### config.mk
export PLATFORM = sky130hd
export DESIGN_NAME = fetch_stage
export DESIGN_NICKNAME = d
export VERILOG_FILES = /design/src/rtl/fetch_stage.sv
export SDC_FILE = /design/constraint.sdc
export NUM_CORES = 1
export LEC_CHECK = 0
export BUFFER_PORTS_ARGS = -buffer_cell sky130_fd_sc_hd__buf_4
export CAP_MARGIN = 0
export CELL_PAD_IN_SITES_DETAIL_PLACEMENT = 0
export CELL_PAD_IN_SITES_GLOBAL_PLACEMENT = 1
export CORE_AREA = 2 2 154 156
export CTS_CLUSTER_DIAMETER = 150
export DETAILED_ROUTE_END_ITERATION = 6
export DIE_AREA = 0 0 156 158
export PLACE_DENSITY = 0.95
export SETUP_SLACK_MARGIN = 0.4
export SYNTH_ARGS = -nofsm -noshare
export SYNTH_HDL_FRONTEND = slang
export SYNTH_SLANG_ARGS = --single-unit
export TNS_END_PERCENT = 20
### constraint.sdc
create_clock -name clk -period 4.9 [get_ports clk]
set_clock_uncertainty 0.1 [all_clocks]
set_input_delay 0.49 -clock clk [delete_from_list [all_inputs] [get_ports clk]]
set_output_delay 0.49 -clock clk [all_outputs]
set_load 0.01 [all_outputs]
### src/rtl/fetch_stage.sv
// Instruction fetch stage: PC, imem handshake, one-entry hold buffer for stalls,
// branch redirect (including drain of an in-flight request) and the IF/ID register.
module fetch_stage #(
  parameter logic [31:0] RESET_PC = 32'h0000_0000
) (
  input  logic        clk,
  input  logic        rst_n,
  output logic        imem_req,
  output logic [31:0] imem_addr,
  input  logic        imem_ack,
  input  logic [31:0] imem_rdata,
  input  logic        stall,
  input  logic        flush,
  input  logic        branch_taken,
  input  logic [31:0] branch_target,
  output logic        id_valid,
  output logic [31:0] id_instr,
  output logic [31:0] id_pc4,
  output logic [5:0]  id_opcode,
  output logic [4:0]  id_rs,
  output logic [4:0]  id_rt,
  output logic [4:0]  id_rd,
  output logic [5:0]  id_funct,
  output logic [15:0] id_imm16
);

  typedef enum logic [1:0] {FETCH, HOLD, DRAIN} state_t;

  state_t      state, state_nxt;
  logic [31:0] pc, pc_nxt, pc4;
  logic [31:0] redirect, redirect_nxt;
  logic [31:0] hold_instr, hold_pc4;
  logic        hold_ld, id_ld;
  logic [31:0] id_src_instr, id_src_pc4;

  assign pc4 = pc + 32'd4;

  always_comb begin
    state_nxt    = state;
    pc_nxt       = pc;
    redirect_nxt = redirect;
    hold_ld      = 1'b0;
    id_ld        = 1'b0;
    id_src_instr = imem_rdata;
    id_src_pc4   = pc4;
    case (state)
      FETCH: begin
        if (branch_taken) begin
          if (imem_ack) pc_nxt = branch_target;
          else begin
            redirect_nxt = branch_target;
            state_nxt    = DRAIN;
          end
        end else if (imem_ack) begin
          pc_nxt = pc4;
          if (stall) begin
            hold_ld   = 1'b1;
            state_nxt = HOLD;
          end else begin
            id_ld = 1'b1;
          end
        end
      end
      HOLD: begin
        if (branch_taken) begin
          pc_nxt    = branch_target;
          state_nxt = FETCH;
        end else if (!stall) begin
          id_ld        = 1'b1;
          id_src_instr = hold_instr;
          id_src_pc4   = hold_pc4;
          state_nxt    = FETCH;
        end
      end
      DRAIN: begin
        // The youngest redirect wins, even when it arrives with the draining ack.
        if (branch_taken) redirect_nxt = branch_target;
        if (imem_ack) begin
          pc_nxt    = redirect_nxt;
          state_nxt = FETCH;
        end
      end
      default: state_nxt = FETCH;
    endcase
  end

  always_ff @(posedge clk or negedge rst_n) begin
    if (!rst_n) begin
      state      <= FETCH;
      pc         <= RESET_PC;
      redirect   <= 32'h0;
      hold_instr <= 32'h0;
      hold_pc4   <= 32'h0;
    end else begin
      state    <= state_nxt;
      pc       <= pc_nxt;
      redirect <= redirect_nxt;
      if (hold_ld) begin
        hold_instr <= imem_rdata;
        hold_pc4   <= pc4;
      end
    end
  end

  // IF/ID: flush beats everything; an unstalled cycle with nothing to load is a bubble.
  always_ff @(posedge clk or negedge rst_n) begin
    if (!rst_n) begin
      id_valid <= 1'b0;
      id_instr <= 32'h0;
      id_pc4   <= 32'h0;
    end else if (flush) begin
      id_valid <= 1'b0;
      id_instr <= 32'h0;
    end else if (id_ld) begin
      id_valid <= 1'b1;
      id_instr <= id_src_instr;
      id_pc4   <= id_src_pc4;
    end else if (!stall) begin
      id_valid <= 1'b0;
    end
  end

  // Reset gating keeps the request low while rst_n is held, so no ack is owed.
  assign imem_req  = rst_n && (state != HOLD);
  assign imem_addr = pc;

  assign id_opcode = id_instr[31:26];
  assign id_rs     = id_instr[25:21];
  assign id_rt     = id_instr[20:16];
  assign id_rd     = id_instr[15:11];
  assign id_funct  = id_instr[5:0];
  assign id_imm16  = id_instr[15:0];

endmodule

# [Yosys cells after proc, flatten, opt, wreduce, memory -nomap -nowiden]
# Cells that the tools add are included.
[totals] ff_bits=195 inputBits=70 output_inout_bits=141 elab_cells=70
[op_classes] n_addsub=1 eq_ne=13 mux=38 bitwise=1 n_reduce_logical=9
[ops] operator="two-way mux 32 bit" n=16
[ops] operator="one-hot mux 32 bit (3 select lines)" n=1
[ops] operator="one-hot mux 32 bit (2 select lines)" n=1
[ops] operator="adder 32 x 3 -> 32 bit (second input constant)" n=1
[ops] operator="two-way mux 2 bit" n=7
[ops] operator="inequality test 3 bit (second input constant)" n=4
[ops] operator="two-way mux 1 bit" n=11
[ops] operator="inequality test 2 bit (second input constant)" n=5
[ops] operator="one-hot mux 2 bit (3 select lines)" n=1
[ops] operator="AND reduction 5 bit" n=1
[ops] operator="AND reduction 4 bit" n=1
[ops] operator="nonzero test 2 bit" n=2
[ops] operator="inequality test 3 x 1 -> 1 bit (second input constant)" n=1
[ops] operator="AND reduction 3 bit" n=1
[ops] operator="nonzero test 3 bit" n=1
[ops] operator="equality test 2 x 1 -> 1 bit (second input constant)" n=1
[ops] operator="equality test 2 bit (second input constant)" n=1
[ops] operator="zero test 2 bit" n=1
[ops] operator="inequality test 2 x 1 -> 1 bit (second input constant)" n=1
[ops] operator="one-hot mux 1 bit (2 select lines)" n=1
[ops] operator="AND reduction 2 bit" n=1
[ops] operator="logical AND 1 bit" n=1
[ops] operator="inverter 1 bit" n=1

# [Depth between registers and ports, before layout]
[depth] ltp_word=6 ltp_mapped=10 ltp_nobuf=7

# [Least setup slack after synthesis]
# OpenSTA, ideal clock, no wires.
[synth_path] kind="register -> register" start="reg state[0]" end="reg pc[9], in the netlist imem_addr[9]" arrival_time_ns=1.973 t_required_ns=4.681 path_slack_ns=2.708 path_stages_with_launch=10 n_path_buf=2 synth_period_minus_slack_ns=2.192 path_cell_list="dfrtp_1 -> inv_1 -> ha_1 -> clkbuf_1 -> o21ba_2 -> or3b_1 -> buf_2 -> a221oi_1 -> o21ai_0 -> o21a_1"
[synth_via] elab_chain_cells=3
[synth_lines] element="start: declaration" line="29" rtl="state_t state, state_nxt;"
[synth_lines] element="start signal: assignment" line="95" rtl="state <= state_nxt;"
[synth_lines] element="equality test 2 x 1 -> 1 bit, or another cell as far along" line="46" rtl="case (state)"
[synth_lines] element="inequality test 2 bit (no source line) or nonzero test 3 bit (tied branches)"
[synth_lines] element="AND reduction 4 bit (no source line)"
[synth_lines] element="end signal: assignment" line="96" rtl="pc <= pc_nxt;"
[synth_lines] element="end: declaration" line="30" rtl="logic [31:0] pc, pc_nxt, pc4;"
# Parallel ways exist; a longest one is shown, timed or not.
# A chain may end at the register's enable or synchronous reset.

# [Worst setup path in the final report]
[layout_path] start="reg state[1]" end="reg id_pc4[18]"
[layout_via] elab_chain_cells=3
[layout_lines] element="equality test 2 x 1 -> 1 bit or zero test 2 bit (tied branches)" line="46"
[layout_lines] element="one-hot mux 1 bit (2 select lines)" line="46"
[layout_lines] element="AND reduction 2 bit (no source line)"
[layout_lines] element="end signal: assignment" line="117" rtl="id_pc4 <= id_src_pc4;"
[layout_lines] element="end: declaration" line="18" rtl="output logic [31:0] id_pc4,"
# Parallel ways exist; a longest one is shown, timed or not.

==> flow_metrics.env <==
export IMPL_antenna_cells=0
export IMPL_cp_start_kind="flip-flop"
export IMPL_synth_xor_area_frac=0.0180
export IMPL_synth_top_area_cell="dfrtp_1"
export IMPL_post_cts_buffers=0
export IMPL_crit_path_start="state[1]$_DFFE_PN0P_"
export IMPL_whs_ps=-32.9
export IMPL_layout_min_cycle_time_ps=3150
export IMPL_setup_viol=0
export IMPL_clk_path_buf_depth=2
export IMPL_syn_nets=1129
export IMPL_io_pins=211
export IMPL_muxShareOfSynthArea=0.0947
export IMPL_io_buffers=210
export IMPL_synth_area_leaders="dfrtp_1, mux2_2, nand2_1"
export IMPL_clock_root_buffer="clkbuf_16"
export IMPL_antenna_found_initial=0
export IMPL_p_int_uw=4620
export IMPL_vias_per_cell=5.76
export IMPL_hold_violations=7
export IMPL_synth_top_cell_area_share=0.476
export IMPL_synth_adder_area_share=0.00611
export IMPL_synthArstFlopShare=1.00
export IMPL_nNetsFinal=1245
export IMPL_cp_required_ps=5090
export IMPL_drt_initial_drc_count=595
export IMPL_cts_buffers=17
export IMPL_dp_hpwl_mm=19.3
export IMPL_cts_sinks=195
export IMPL_syn_area_mm2=0.0102
export IMPL_hp_class="in2async"
export IMPL_area_growth_pct=19.1
export IMPL_report_final_slew_viol_count=0
export IMPL_worst_slew_pin_slew_ps=1090
export IMPL_grt_pass1_vias=7709
export IMPL_critPathCaptureType="flip-flop"
export IMPL_synthTopCellsByCount="dfrtp_1, nand2_1, mux2_2"
export IMPL_track_usage=0.224
export IMPL_clk_latency_ps=430
export IMPL_start_util=0.444
export IMPL_cts_htree_levels=4
export IMPL_synth_edf_count=0
export IMPL_rows=56
export IMPL_synth_simple_area_share=0.155
export IMPL_synth_most_common_cell="dfrtp_1"
export IMPL_instances_no_fill=1473
export IMPL_fmax_mhz=318
export IMPL_drc=0
export IMPL_die_area_mm2=0.0246
export IMPL_total_leakage_power_uw=0.00547
export IMPL_placed_area_mm2=0.0116
export IMPL_gr_total_overflow=0
export IMPL_combPwrFrac=0.418
export IMPL_syn_inst=1054
export IMPL_ir_worst_vdd_v=0.000415
export IMPL_criticalPathCategory="reg2reg"
export IMPL_violations="negative hold slack"
export IMPL_cts_tree="done"
export IMPL_wl_mm=27.8
export IMPL_avgRoutedWirePerCell_um=18.9
export IMPL_ctsResizeCount=0
export IMPL_min_period_over_period=0.642
export IMPL_rsz0062_at_grt="false"
export IMPL_vias=8484
export IMPL_worstReg2RegStart="state[1]$_DFFE_PN0P_"
export IMPL_cts_hold_buffers=0
export IMPL_stdcell_area_mm2=0.0122
export IMPL_place_gp_congestion=0.877
export IMPL_p_sw_uw=3000
export IMPL_synth_seq_cells=195
export IMPL_synth_compound_area_frac=0.171
export IMPL_die_w_um=156
export IMPL_power_frac_seq=0.386
export IMPL_avgSynthCellArea_um2=9.72
export IMPL_layout_drive_gt1_share=0.303
export IMPL_core_area_mm2=0.0231
export IMPL_synth_cell_types=67
export IMPL_yosys_warnings=0
export IMPL_grt_pass1_wl_mm=43.4
export IMPL_die_height_um=158
export IMPL_p_per_area_mw_per_mm2=624
export IMPL_cp_arrival_ps=3330
export IMPL_numPlacedInstances=1441
export IMPL_finalPower_uw=7610
export IMPL_ys_flop_type="dfrtp_1"
export IMPL_relSlewSlack=0.273
export IMPL_crit_fanout=53
export IMPL_grt_max_degree=89
export IMPL_dr_pass1_iters=5
export IMPL_clkTransAtPathRegs_ps=80
export IMPL_ant_nets=0
export IMPL_swShare=0.393
export IMPL_outcome="finished, violations left"
export IMPL_drv_cap=0
export IMPL_synth_top_family_by_area="compound AO/OA/AOI/OAI gates"
export IMPL_setup_tns_ps=0
export IMPL_p_clk_frac=0.196
export IMPL_yosysSeqAreaShare=0.476
[per-stage QoR]
stage,setup slack [ps],util
5_1_grt,1520,0.529
2_1_floorplan,2710,-
6_report,1750,0.529
3_3_place_gp,1910,0.502
4_1_cts,1750,0.529
3_5_place_dp,1770,0.502
[placed cells by master, fill, tap and decap left out, drive strengths merged, types with 14 or more instances in the layout]
cell type | netlist | layout
a21oi | 70 | 70
a311oi | 32 | 32
buf | 75 | 222
clkbuf | 51 | 18
dfrtp | 195 | 195
inv | 17 | 24
mux2 | 79 | 79
nand2 | 162 | 162
nand3 | 32 | 32
nand4 | 14 | 14
nor2 | 62 | 62
nor3 | 21 | 21
o21ai | 61 | 61
[sequential cells by signal (all words and copies together) (netlist names)]
name / flops
hold_instr: 32
hold_pc4: 32
id_instr: 32
id_pc4: 32
imem_addr: 32
redirect: 32
state: 2
id_valid: 1
[metal layers]
layer | vias to the layer above | share of wire | GRT usage
met5 | - | 0 | 0
met4 | 0 | 0.018 | 0.0607
met3 | 35 | 0.074 | 0.0367
met2 | 376 | 0.47 | 0.365
met1 | 4115 | 0.44 | 0.311
li1 | 3958 | - | -
[critical path, stage by stage, from the launching register on]
cell and delay (ps):
dfrtp_1 420, inv_1 110, ha_1 570, inv_1 180
or3_2 900, nand2_1 550, o211ai_1 150
[final timing paths]
check,to,slack (ps),cells after the start
worst max-delay path,id_pc4[18]$_DFFE_PN0P_,1750,6
worst min register to register,hold_pc4[16]$_DFFE_PN0P_,380,2
min in group clk,hold_instr[27]$_DFFE_PN0P_,200,2
worst min-delay path,id_instr[16]$_DFFE_PN0P_,-30,1
max in group asynchronous,id_instr[3]$_DFFE_PN0P_,3510,2
worst max register to register,id_pc4[18]$_DFFE_PN0P_,1750,6
[power by group through the flow]
| stage | registers (µW) | clock network, µW | logic (µW) |
|---|---|---|---|
| floorplan | 2870 | 0 | 2070 |
| global placement | 2920 | 0 | 3090 |
| detailed placement | 2960 | 0 | 3170 |
| CTS | 2930 | 1520 | 3190 |
| global route | 3030 | 1590 | 3490 |
| finish | 2940 | 1500 | 3180 |
[area by class of cell]
cell class | instances | area (µm²)
Fill cell | 2085 | 10800
Sequential cell | 195 | 4880
Multi-Input combinational cell | 715 | 4590
Timing Repair Buffer | 223 | 1680
Clock buffer | 17 | 425
Tap cell | 290 | 363
Clock inverter | 15 | 195
Inverter | 18 | 67.6
[kinds of logic (layout without fill, tap and decap cells)]
group,after synthesis,after routing
AO/OA/AOI/OAI,267,267
XOR/XNOR,21,21
adder cells (fa/ha/maj),5,5
buffers and inverters,144,273
flip-flops,195,195
multiplexers,87,87
AND/OR/NAND/NOR,335,335
(Power assumes the default switching activity.)
